`src/rtl/irq_arbiter_vec.sv`:
```
// Machine-level interrupt arbiter: level/edge capture, mie masking, priority grant, mcause/id registers.
// Optional IRQ_ROUND_ROBIN_EN replaces fixed lowest-index priority with a rotating search pointer.
module irq_arbiter_vec #(
  parameter int               N_IRQ      = 6,
  parameter int               CAUSE_BASE = 16,
  parameter logic [N_IRQ-1:0] EDGE_MASK  = '0,
  localparam int              ID_W       = $clog2(N_IRQ)
) (
  input  logic             clk,
  input  logic             rst_i,
  input  logic [N_IRQ-1:0] mie_i,
  input  logic [N_IRQ-1:0] int_req_i,
  input  logic             int_rst_i,
  output logic             int_o,
  output logic [N_IRQ-1:0] int_fin_o,
  output logic [31:0]      mcause_o,
  output logic [ID_W-1:0]  irq_id_o,
  output logic             busy_o
);

  typedef enum logic {IDLE = 1'b0, BUSY = 1'b1} state_e;

  state_e           state_q, state_d;
  logic [N_IRQ-1:0] req_q, pend_q, pend_d, fin_q, fin_d, clr;
  logic [N_IRQ-1:0] rise, eligible;
  logic [ID_W-1:0]  id_q, id_d, winner;
  logic [31:0]      mcause_q, mcause_d;
  logic             int_q, int_d, found;

`ifdef IRQ_ROUND_ROBIN_EN
  logic [ID_W-1:0]  rr_q, rr_d;
  int               idx;
`endif

  assign rise     = int_req_i & ~req_q;
  assign eligible = mie_i & ((EDGE_MASK & pend_q) | (~EDGE_MASK & int_req_i));

  // Winner search; only consulted when eligible is non-zero.
  always_comb begin
    winner = '0;
    found  = 1'b0;
`ifdef IRQ_ROUND_ROBIN_EN
    idx    = 0;
    for (int k = 0; k < N_IRQ; k++) begin
      idx = int'(rr_q) + k;
      if (idx >= N_IRQ) idx = idx - N_IRQ;
      if (!found && eligible[idx]) begin
        winner = ID_W'(idx);
        found  = 1'b1;
      end
    end
`else
    for (int i = 0; i < N_IRQ; i++) begin
      if (!found && eligible[i]) begin
        winner = ID_W'(i);
        found  = 1'b1;
      end
    end
`endif
  end

  always_comb begin
    state_d  = state_q;
    int_d    = 1'b0;
    fin_d    = '0;
    clr      = '0;
    id_d     = id_q;
    mcause_d = mcause_q;
`ifdef IRQ_ROUND_ROBIN_EN
    rr_d     = rr_q;
`endif
    case (state_q)
      IDLE: begin
        if (|eligible) begin
          state_d  = BUSY;
          int_d    = 1'b1;
          id_d     = winner;
          mcause_d = {1'b1, 31'(CAUSE_BASE) + 31'(winner)};
`ifdef IRQ_ROUND_ROBIN_EN
          rr_d     = (winner == ID_W'(N_IRQ - 1)) ? '0 : winner + ID_W'(1);
`endif
        end
      end
      BUSY: begin
        if (int_rst_i) begin
          state_d = IDLE;
          fin_d   = N_IRQ'(1) << id_q;
          clr     = fin_d;
        end
      end
      default: state_d = IDLE;
    endcase
    // A fresh rising edge in the clearing cycle survives the clear.
    pend_d = ((pend_q & ~clr) | rise) & EDGE_MASK;
  end

  always_ff @(posedge clk or posedge rst_i) begin
    if (rst_i) begin
      state_q  <= IDLE;
      req_q    <= '0;
      pend_q   <= '0;
      fin_q    <= '0;
      id_q     <= '0;
      mcause_q <= '0;
      int_q    <= 1'b0;
`ifdef IRQ_ROUND_ROBIN_EN
      rr_q     <= '0;
`endif
    end else begin
      state_q  <= state_d;
      req_q    <= int_req_i;
      pend_q   <= pend_d;
      fin_q    <= fin_d;
      id_q     <= id_d;
      mcause_q <= mcause_d;
      int_q    <= int_d;
`ifdef IRQ_ROUND_ROBIN_EN
      rr_q     <= rr_d;
`endif
    end
  end

  assign int_o     = int_q;
  assign int_fin_o = fin_q;
  assign mcause_o  = mcause_q;
  assign irq_id_o  = id_q;
  assign busy_o    = (state_q == BUSY);

endmodule
```
`config.mk`:
```
export PLATFORM = sky130hd
export DESIGN_NAME = irq_arbiter_vec
export DESIGN_NICKNAME = d
export VERILOG_FILES = /design/src/rtl/irq_arbiter_vec.sv
export SDC_FILE = /design/constraint.sdc
export NUM_CORES = 1
export LEC_CHECK = 0
export BUFFER_PORTS_ARGS = -buffer_cell sky130_fd_sc_hd__buf_2
export CAP_MARGIN = 5
export CORE_MARGIN = 10
export CORE_UTILIZATION = 30
export DETAILED_ROUTE_END_ITERATION = 12
export PLACE_DENSITY = 0.64
export SLEW_MARGIN = 20
export SYNTH_ARGS = -nofsm -noshare
export SYNTH_HDL_FRONTEND = slang
export SYNTH_SLANG_ARGS = --single-unit
```
`constraint.sdc`:
```
create_clock -name clk -period 1.11 [get_ports clk]
set_clock_uncertainty 0.05 [all_clocks]
set_input_delay 0.0555 -clock clk [delete_from_list [all_inputs] [get_ports clk]]
set_output_delay 0.0555 -clock clk [all_outputs]
set_load 0.02 [all_outputs]
```
==> impl_metrics.yaml <==
power:
  power.density_mw_per_mm2: 1460
  peakVddDrop_mv: 0.6163
  power.internal_w: 0.0007581
  swShare_pct: 38.88
  leakagePower_nw: 0.4569
  power_frac_comb_pct: 35.3
  pwr-share-seq_pct: 44.8
  p_sw_w: 0.0004823
  pwr-share-clk_pct: 19.9
yosys:
  synth-edff-count: 0
  seq_area_frac_synth_pct: 39.93
  yosysTopAreaCell: "dfrtp_1"
  synthCells: 73
  ys_ff_latch: 12
  ys.flop_type: "dfrtp_1"
  async_reset_ff_share_pct: 100.0
  ys_warn_count: 0
  synth_area_leaders: "dfrtp_1 (40%), buf_4 (31%), a221oi_4 (3.5%)"
  netlist_area_sq_um: 752.0
  synth_top_area_share_pct: 39.93
  synth_cell_types: 24
  syn_avg_cell_area_sq_um: 10.30
drt:
  drc: 0
  vias_per_cell: 4.008
  firstDrtPassIters: 4
  drtAntennaViolNets: 0
  wire_per_inst_microns: 13.20
  num_vias: 533
  wirelength_mm: 1.756
  dr.first_iter.drc_count: 26
global_routing:
  grt_max_degree: 13
  antenna_found_initial: 0
  grt_use_met3_pct: 5.226
  grt.met1_usage_pct: 8.145
  grt_pass1_vias: 642
  track_usage_pct: 6.969
  grt.busiest_layer: "met2"
  grt_pass1_wl_mm: 2.967
  grt_use_met2_pct: 9.366
  grt-ovfl-total: 0
floorplanning:
  die_area_sq_mm: 0.004909
  core_sq_mm: 0.002432
  die_h_microns: 70.07
  rows: 18
  initial_core_util_pct: 30.92
  pin_count: 58
  die_w_microns: 70.07
timing:
  min_period_ps: 1039
  rsz0062_at_grt: "no"
  max_freq_ghz: 0.9627
  hold_viol: 0
  fin_crit_sh_pct: 93.58
  finalMaxSlewViolations: 0
  fin_setup_tns_ps: 0
  setup_violations: 0
clock_network:
  clock_latency_ps: 260
  htreeDepth: 1
  path_clk_slew_ps: 70
  cts_tree: "yes"
  cts_root_buffer: "clkbuf_4"
  cts_made_buffers: 3
  cts_sinks: 12
  clockBufferDepth: 2
worst_setup_path:
  worstPathCellList: "buf_2"
  cp_num_buf_inv: 1
  cp_slowest_cell: "dfrtp_1"
  cp-start-kind: "flip-flop"
  crit_arrival_ps: 930
  crit_path_max_incr_delay_ps: 460
  critical_path_class: "reg -> out"
  cp.required_ps: 1000
  cp_max_fo: 8
  critPathCaptureType: "output port"
  crit_family: "flip-flops"
placed_design:
  gp_congestion: 0.7170
  placedInstanceArea_sq_um: 814.5
  place_hpwl_mm: 1.543
  placed_cells: 129
  io_buffers: 30
cells_and_area:
  diodes: 0
  fillers: 268
  nNetsFinal: 120
  fin_area_sq_um: 849.6
  drive_above_1_share_pct: 38.83
  stdcell_count: 133
  areaGrowthSynthToFinish_pct: 12.98
hold_path:
  min_path_type: "in -> reg"
run_status:
  status: "completed"
run:
  maxCapViolations: 0
[per-layer routing]
layer	routed length, microns	up-vias
met5	0	-
met4	0	0
met3	297	0
met2	688	41
met1	770	233
li1	-	259
[flip-flops by register name, indices dropped and copies added (netlist names)]
register and flops:
busy_o 1, int_fin_o 6, int_o 1, irq_id_o 2, mcause_o 2
[power groups by stage]
stage	combinational (W)	sequential [W]	clock, W
final	0.000438	0.000556	0.000247
after global routing	0.000477	0.000566	0.000288
after CTS	0.000437	0.000551	0.000265
after detailed placement	0.000435	0.000559	0
after global placement	0.000430	0.000557	0
after floorplan	0.000335	0.000608	0
[stage by stage]
| stage | hold slack [ps] | util, % | total power (W) | worst slack (ps) |
|---|---|---|---|---|
| final | 24.05 | 34.93 | 0.001240 | 71.25 |
| after CTS | 13.41 | 34.83 | 0.001253 | 18.02 |
| after global routing | 27.86 | 34.93 | 0.001332 | 30.75 |
| after global placement | 15.80 | 33.49 | 0.0009868 | -20.97 |
| after floorplan | -129.8 | - | 0.0009439 | 12.04 |
| after detailed placement | 29.63 | 33.49 | 0.0009940 | -57.86 |
[path summary, 6_finish.rpt]
kind,start,endpoint,slack [ps],cells past startpoint
worst max-delay path,irq_id_o[1]$_DFFE_PP0P_,mcause_o[1],70,1
worst min-delay path,int_rst_i,int_fin_o[4]$_DFF_PP0_,20,3
worst max register to register,busy_o$_DFF_PP0_,mcause_o[4]$_DFFE_PP0P_,100,3
worst min register to register,mcause_o[4]$_DFFE_PP0P_,mcause_o[4]$_DFFE_PP0P_,450,1
max in group asynchronous,rst_i,irq_id_o[0]$_DFFE_PP0P_,400,3
min in group asynchronous,rst_i,busy_o$_DFF_PP0_,280,3
[synthesized netlist by cell type (2+ instances only)]
cell	instances
a22oi_1	3
buf_4	31
dfrtp_1	12
nand2_1	4
nor2_1	2
nor3_1	2
o22a_1	2
[worst reg2reg max path: cells and delay by family (launching register included)]
| kind | cells | cell delay [ps] |
|---|---|---|
| simple gates | 1 | 220 |
| flops | 1 | 400 |
| buf+inv | 1 | 170 |
| compound gates | 1 | 50 |
[kinds of logic (layout without fill, tap and decap cells)]
kind of cell           after synthesis  in the layout  synth area share [%]
AO/OA/AOI/OAI                       13             13                 17.47
buffers and inverters               33             37                 32.11
AND/OR/NAND/NOR                     14             14                 9.984
flip-flops                          12             12                 39.93
other                                1             27                0.4987
[cell type report]
type | instances | area [sq um] | area share [%]
repair buffers | 33 | 175.2 | 20.62
well taps | 30 | 37.54 | 4.418
multi-input cells | 54 | 307.8 | 36.23
clock buffers | 3 | 22.52 | 2.651
inverters | 1 | 3.754 | 0.4418
flip-flops and latches | 12 | 302.8 | 35.64
[placed cells by master, fill, tap and decap left out, types with 2 or more instances in the layout]
master,synthesis,final
buf_2,1,30
conb_1,1,27
dfrtp_1,12,10
nand2_1,4,4
a22oi_1,3,3
clkbuf_4,0,3
nor3_1,2,2
nor2_1,2,2
o22a_1,2,2
dfrtp_2,0,2
buf_4,31,2
[timing repair]
action,CTS,global route
hold buffers,1,0
resized for setup,0,3
setup buffers,0,0
setup endpoints to repair,0,5
endpoints found under the hold margin,12,0
Power figures use the tool's default switching activity.
